### src/rtl/parity_fifo_v2.sv
// First-word-fall-through FIFO that drops pushed words failing an input parity check.
// Define PARITY_FIFO_ERR_CNT_EN to add the saturating dropped-word counter on err_count_o.
module parity_fifo_v2 #(
  parameter int DATA_WIDTH = 32,
  parameter int FIFO_DEPTH = 4,
  parameter int EVEN_ODD   = 0,
  parameter int PARITY_BIT = 0,
  parameter int AF_LEVEL   = FIFO_DEPTH - 1
) (
  input  logic                            clk,
  input  logic                            rst,
  input  logic                            flush_i,
  input  logic [DATA_WIDTH:0]             push_data_i,
  input  logic                            push_valid_i,
  output logic                            push_grant_o,
  output logic [DATA_WIDTH-1:0]           pop_data_o,
  output logic                            pop_valid_o,
  input  logic                            pop_grant_i,
  output logic [$clog2(FIFO_DEPTH+1)-1:0] count_o,
  output logic                            almost_full_o,
  output logic                            parity_err_o
`ifdef PARITY_FIFO_ERR_CNT_EN
  ,
  output logic [15:0]                     err_count_o
`endif
);

  localparam int CNT_W = $clog2(FIFO_DEPTH + 1);
  localparam int PTR_W = $clog2(FIFO_DEPTH);
  localparam logic [CNT_W-1:0] DEPTH_C    = CNT_W'(FIFO_DEPTH);
  localparam logic [CNT_W-1:0] AF_C       = CNT_W'(AF_LEVEL);
  localparam logic [PTR_W-1:0] PTR_LAST_C = PTR_W'(FIFO_DEPTH - 1);
  localparam logic             ODD_C      = (EVEN_ODD != 0);
  localparam logic             CHECK_C    = (PARITY_BIT != 0);

  logic [DATA_WIDTH-1:0] r_mem [FIFO_DEPTH];
  logic [PTR_W-1:0]      r_wr_ptr;
  logic [PTR_W-1:0]      r_rd_ptr;
  logic [CNT_W-1:0]      r_count;
  logic                  r_parity_err;

  logic [PTR_W-1:0]      w_wr_ptr_nxt;
  logic [PTR_W-1:0]      w_rd_ptr_nxt;
  logic [CNT_W-1:0]      w_count_nxt;
  logic                  w_parity_err_nxt;
  logic                  w_push;
  logic                  w_pop;
  logic                  w_parity_calc;
  logic                  w_corrupt;
  logic                  w_write;

  // Explicit wrap so non-power-of-two depths never index past the last entry.
  function automatic logic [PTR_W-1:0] ptr_inc(input logic [PTR_W-1:0] ptr);
    if (ptr == PTR_LAST_C) begin
      return '0;
    end else begin
      return ptr + PTR_W'(1);
    end
  endfunction

  function automatic logic parity_of(input logic [DATA_WIDTH:0] word);
    return ^word;
  endfunction

  assign push_grant_o  = (r_count < DEPTH_C);
  assign pop_valid_o   = (r_count != '0);
  assign pop_data_o    = r_mem[r_rd_ptr];
  assign count_o       = r_count;
  assign almost_full_o = (r_count >= AF_C);
  assign parity_err_o  = r_parity_err;

  assign w_push        = push_valid_i && push_grant_o;
  assign w_pop         = pop_valid_o && pop_grant_i;
  assign w_parity_calc = parity_of(push_data_i);
  assign w_corrupt     = CHECK_C && (w_parity_calc != ODD_C);
  assign w_write       = w_push && !w_corrupt;

  // Next-state for pointers, occupancy and the drop pulse; flush wins over push/pop.
  always_comb begin
    w_wr_ptr_nxt     = r_wr_ptr;
    w_rd_ptr_nxt     = r_rd_ptr;
    w_count_nxt      = r_count;
    w_parity_err_nxt = 1'b0;
    if (flush_i) begin
      w_wr_ptr_nxt     = '0;
      w_rd_ptr_nxt     = '0;
      w_count_nxt      = '0;
      w_parity_err_nxt = 1'b0;
    end else begin
      if (w_write) begin
        w_wr_ptr_nxt = ptr_inc(r_wr_ptr);
      end else begin
        w_wr_ptr_nxt = r_wr_ptr;
      end
      if (w_pop) begin
        w_rd_ptr_nxt = ptr_inc(r_rd_ptr);
      end else begin
        w_rd_ptr_nxt = r_rd_ptr;
      end
      case ({w_write, w_pop})
        2'b10:   w_count_nxt = r_count + CNT_W'(1);
        2'b01:   w_count_nxt = r_count - CNT_W'(1);
        default: w_count_nxt = r_count;
      endcase
      w_parity_err_nxt = w_push && w_corrupt;
    end
  end

  // Control state registers.
  always_ff @(posedge clk) begin
    if (rst) begin
      r_wr_ptr     <= '0;
      r_rd_ptr     <= '0;
      r_count      <= '0;
      r_parity_err <= 1'b0;
    end else begin
      r_wr_ptr     <= w_wr_ptr_nxt;
      r_rd_ptr     <= w_rd_ptr_nxt;
      r_count      <= w_count_nxt;
      r_parity_err <= w_parity_err_nxt;
    end
  end

  // Storage array; contents are deliberately not reset.
  always_ff @(posedge clk) begin
    if (!rst && !flush_i && w_write) begin
      r_mem[r_wr_ptr] <= push_data_i[DATA_WIDTH-1:0];
    end
  end

`ifdef PARITY_FIFO_ERR_CNT_EN
  logic [15:0] r_err_count;

  // Saturating count of dropped words; survives flush, cleared only by reset.
  always_ff @(posedge clk) begin
    if (rst) begin
      r_err_count <= 16'h0000;
    end else if (w_parity_err_nxt && (r_err_count != 16'hFFFF)) begin
      r_err_count <= r_err_count + 16'h0001;
    end else begin
      r_err_count <= r_err_count;
    end
  end

  assign err_count_o = r_err_count;
`endif

endmodule
### config.mk
export PLATFORM = sky130hd
export DESIGN_NAME = parity_fifo_v2
export DESIGN_NICKNAME = d
export VERILOG_FILES = /design/src/rtl/parity_fifo_v2.sv
export SDC_FILE = /design/constraint.sdc
export NUM_CORES = 1
export LEC_CHECK = 0
export CAP_MARGIN = 20
export CELL_PAD_IN_SITES_DETAIL_PLACEMENT = 0
export CELL_PAD_IN_SITES_GLOBAL_PLACEMENT = 2
export CORE_ASPECT_RATIO = 1.5
export CORE_MARGIN = 1
export CORE_UTILIZATION = 44
export CTS_CLUSTER_DIAMETER = 200
export DETAILED_ROUTE_END_ITERATION = 8
export GPL_ROUTABILITY_DRIVEN = 0
export MAX_ROUTING_LAYER = met4
export PLACE_DENSITY = 0.87
export SYNTH_ARGS = -nofsm -noshare
export SYNTH_HDL_FRONTEND = slang
export SYNTH_SLANG_ARGS = --single-unit
### constraint.sdc
create_clock -name clk -period 5.4 [get_ports clk]
set_clock_uncertainty 0.05 [all_clocks]
set_input_delay 1.35 -clock clk [delete_from_list [all_inputs] [get_ports clk]]
set_output_delay 1.35 -clock clk [all_outputs]
set_load 0.005 [all_outputs]
==> summary.md <==
| Metric | Value |
|---|---|
| Status | `completed` |
| Reg2Reg Setup Slack | `3.30 ns` |
| # setup viols final | `0` |
| Critical path's largest stage delay | `about 0.8 ns` |
| CP Buf/Inv Count | `2` |
| Max_cap viols | `0` |
| Static Leak | `2.12 nW` |
| Synth Area in XOR/XNOR | `0.00340` |
| FF-to-FF path depth | `2` |
| CTS root buf | `clkbuf_16` |
| Met2 wire len | `~4600 µm` |
| Synth Warn # | `0` |
| Post-route ant nets | `0` |
| Die width | `90.4 µm` |
| Hold Vio Cnt, Final | `0` |
| Layout overhead on the synthesized area | `27.4%` |
| PortBufs | `74` |
| # clock sinks | `around 140` |
| FP Rows | `48` |
| Starting Density | `0.449` |
| Largest area contributor in the synthesized netlist | `edfxtp_1` |
| Crit path time final | `4.03 ns` |
| Number of antenna diodes | `0` |
| Pwr dens | `362 nW/µm²` |
| Max rail drop VDD | `0.000395 V` |
| Worst-path maximum fanout | `21` |
| CP endpoint kind | `output pin` |
| Initial antenna violation count | `0` |
| Die height | `135 µm` |
| Synth area leaders | `edfxtp_1 75%, mux4_2 13%, dfxtp_1 3.5%, ha_1 1.5%, buf_12 1.2%` |
| Post-synth top area share | `0.745` |
| First-pass GRT wire length | `13300 µm` |
| Post-cts repair resize count | `0` |
| Vias in the first global route | `2574` |
| Fillers | `873` |
| Period utilisation layout | `0.747` |
| Final setup TNS | `0 ns` |
| Worst hold path class | `register to register` |
| Sequential area share after synthesis | `0.780` |
| Synth Instances | `between 200 and 250` |
| Hold_sp | `r_rd_ptr[0]$_SDFFE_PP0P_` |
| Largest net degree at the start of global routing | `33` |
| Vias per cell | `5.10` |
| Total Nets Final | `354` |
| Multi-input logic area | `1010 µm²` |
| Share of layout cells above drive strength 1 | `0.196` |
| CTS Buffer Depth | `2` |
| Synth Cell Area | `5160 µm²` |
| CP Launch Type | `register` |
| Worst Path Required | `4.00 ns` |
| Post-synthesis simple-gate area fraction | `0.0182` |
| Via count | `2408` |
| Crit path DAT | `2.63 ns` |
| Yosys reg bits | `137` |
| Post-Route M1 WL | `between 3000 and 4000 µm` |
| Initial DRC count | `130` |
| Routed WL | `8360 µm` |
| Design Power | `2.38 mW` |
| Crit-path cells | `buf_4 > mux4_2 > clkdlybuf4s50_1` |
| Clock tree from TritonCTS | `yes` |
| Fmax | `0.248 GHz` |
| # hold bufs at CTS | `0` |
| H-tree depth | `4` |
| CP max stage cell | `dfxtp_2` |
| R2R Path Start | `count_o[2]$_SDFFE_PP0P_` |
| WP depth | `3` |
| Detailed-route wire length per cell | `17.7 µm` |
| Overflow after GRT | `0` |
| Hpwl dp | `a little under 5000 µm` |
| Met3 Wirelength | `between 300 and 400 µm` |
| Reg area | `4030 µm²` |
| Largest family of logic cells by synthesized area | `multiplexers` |
| CP Class | `register to output pin` |
| Synth Area in Compound Gates | `0.00825` |
| Total track usage | `0.156` |
| Family with the most delay on the worst path | `buffers and inverters` |
| Synth Area in Adders | `0.0184` |
| Unrepaired setup endpoints after global routing | `no` |
| Full die area | `12200 µm²` |
| Top routing layer used | `met4` |
| Postcts setup bufs | `0` |
| Clk_lat worst skew | `0.40 ns` |
| CTS clk-pin slew, worst paths | `0.05 ns` |
| DRC Markers | `0` |
| Distinct cell type count after synthesis | `25` |
| # IOs | `77` |
| Core box area | `11500 µm²` |
| Portion of netlist area occupied by mux cells | `0.145` |
| Max_slew headroom | `0.414` |
| First-pass DRT Iterations | `4` |
| Pins over their slew limit | `0` |
| Total CTS buffers | `17` |
| Worst-margin pin slew | `0.879 ns` |
| Syn_area_per_cell | `22.9 µm²` |
| Post-synthesis net count | `270` |
| Hold path depth | `2` |
## sequential cells by signal, summed over array words and instances, names as in the netlist, named ones only
signal and cells:
r_wr_ptr 2, r_mem 128, r_rd_ptr 2, count_o 3
## cell usage after synthesis
cell type / count
nor2b_1: 1
o31ai_2: 1
inv_1: 8
or3_1: 2
and3_1: 4
buf_12: 3
ha_1: 6
buf_4: 1
buf_6: 1
mux4_2: 30
dfxtp_1: 9
fa_1: 1
o21ai_0: 3
xor2_1: 2
or2_2: 1
a21oi_1: 3
nor2_1: 7
buf_2: 3
nand3_1: 2
edfxtp_1: 128
conb_1: 1
nand2_1: 2
mux2i_1: 2
clkbuf_1: 2
mux4_1: 2
## through the flow
stage	util	instance area, µm²	setup slack (ns)	std cells	hold slack [ns]
2_1_floorplan	-	5160	2.40	225	0.413
4_1_cts	0.573	6570	1.25	472	0.446
3_5_place_dp	0.523	6000	1.69	440	0.437
6_report	0.573	6570	1.37	472	0.443
5_1_grt	0.573	6570	1.15	472	0.487
3_3_place_gp	0.523	6000	1.69	440	0.422
## where the power goes
group / switching (mW) / internal, mW
sequential: 0.00633 / 1.17
clock: 0.383 / 0.717
combinational: 0.0372 / 0.0596
total: 0.427 / 1.95
## cell families (layout without fill, tap and decap cells)
group	after synthesis	after routing
and+or+nand+nor	19	19
DFF	137	137
buffers and inverters	18	115
adders and majority gates	7	7
xor gates and xnor gates	2	2
muxes	34	34
AOI/OAI and AO/OA	7	7
other	1	1
## layout make-up
class	instances	share of cell area
Clock inverter	11	0.0196
Multi-Input combinational cell	70	0.153
Tap cell	150	0.0286
Inverter	8	0.00457
Sequential cell	137	0.613
Timing Repair Buffer	75	0.114
Clock buffer	21	0.0671
## final timing paths
path,to
worst max-delay path,pop_data_o[9]
worst min-delay path,register
worst max register to register,r_mem[3][16]$_DFFE_PP_
worst min register to register,register
## layer usage
| metal | up-vias | GRT usage |
|---|---|---|
| met5 | - | - |
| met3 | 12 | 0.0501 |
| met1 | 1241 | 0.166 |
| met2 | 61 | 0.268 |
| li1 | 1094 | - |
| met4 | 0 | 0.0627 |
## worst register-to-register path, cell delays in order (launching register included)
cell and delay [ns]:
dfxtp_1 0.36, nor2b_1 0.42, and3_2 0.87
## cell usage in the layout, fill, tap and decap left out, drive strengths merged
cell type and n:
clkinv 8, or3 2, nor2 7, o21ai 3, inv 8, or2 1, mux2i 2, a21oi 3
conb 1, dfxtp 9, clkdlybuf4s50 74, fa 1, o31ai 1, nand2 2, clkbuf 21, mux4 32
nand3 2, edfxtp 128, nor2b 1, and3 4, ha 6, buf 1, bufinv 3, xor2 2
Note: power is estimated with default switching activity, not from simulation.
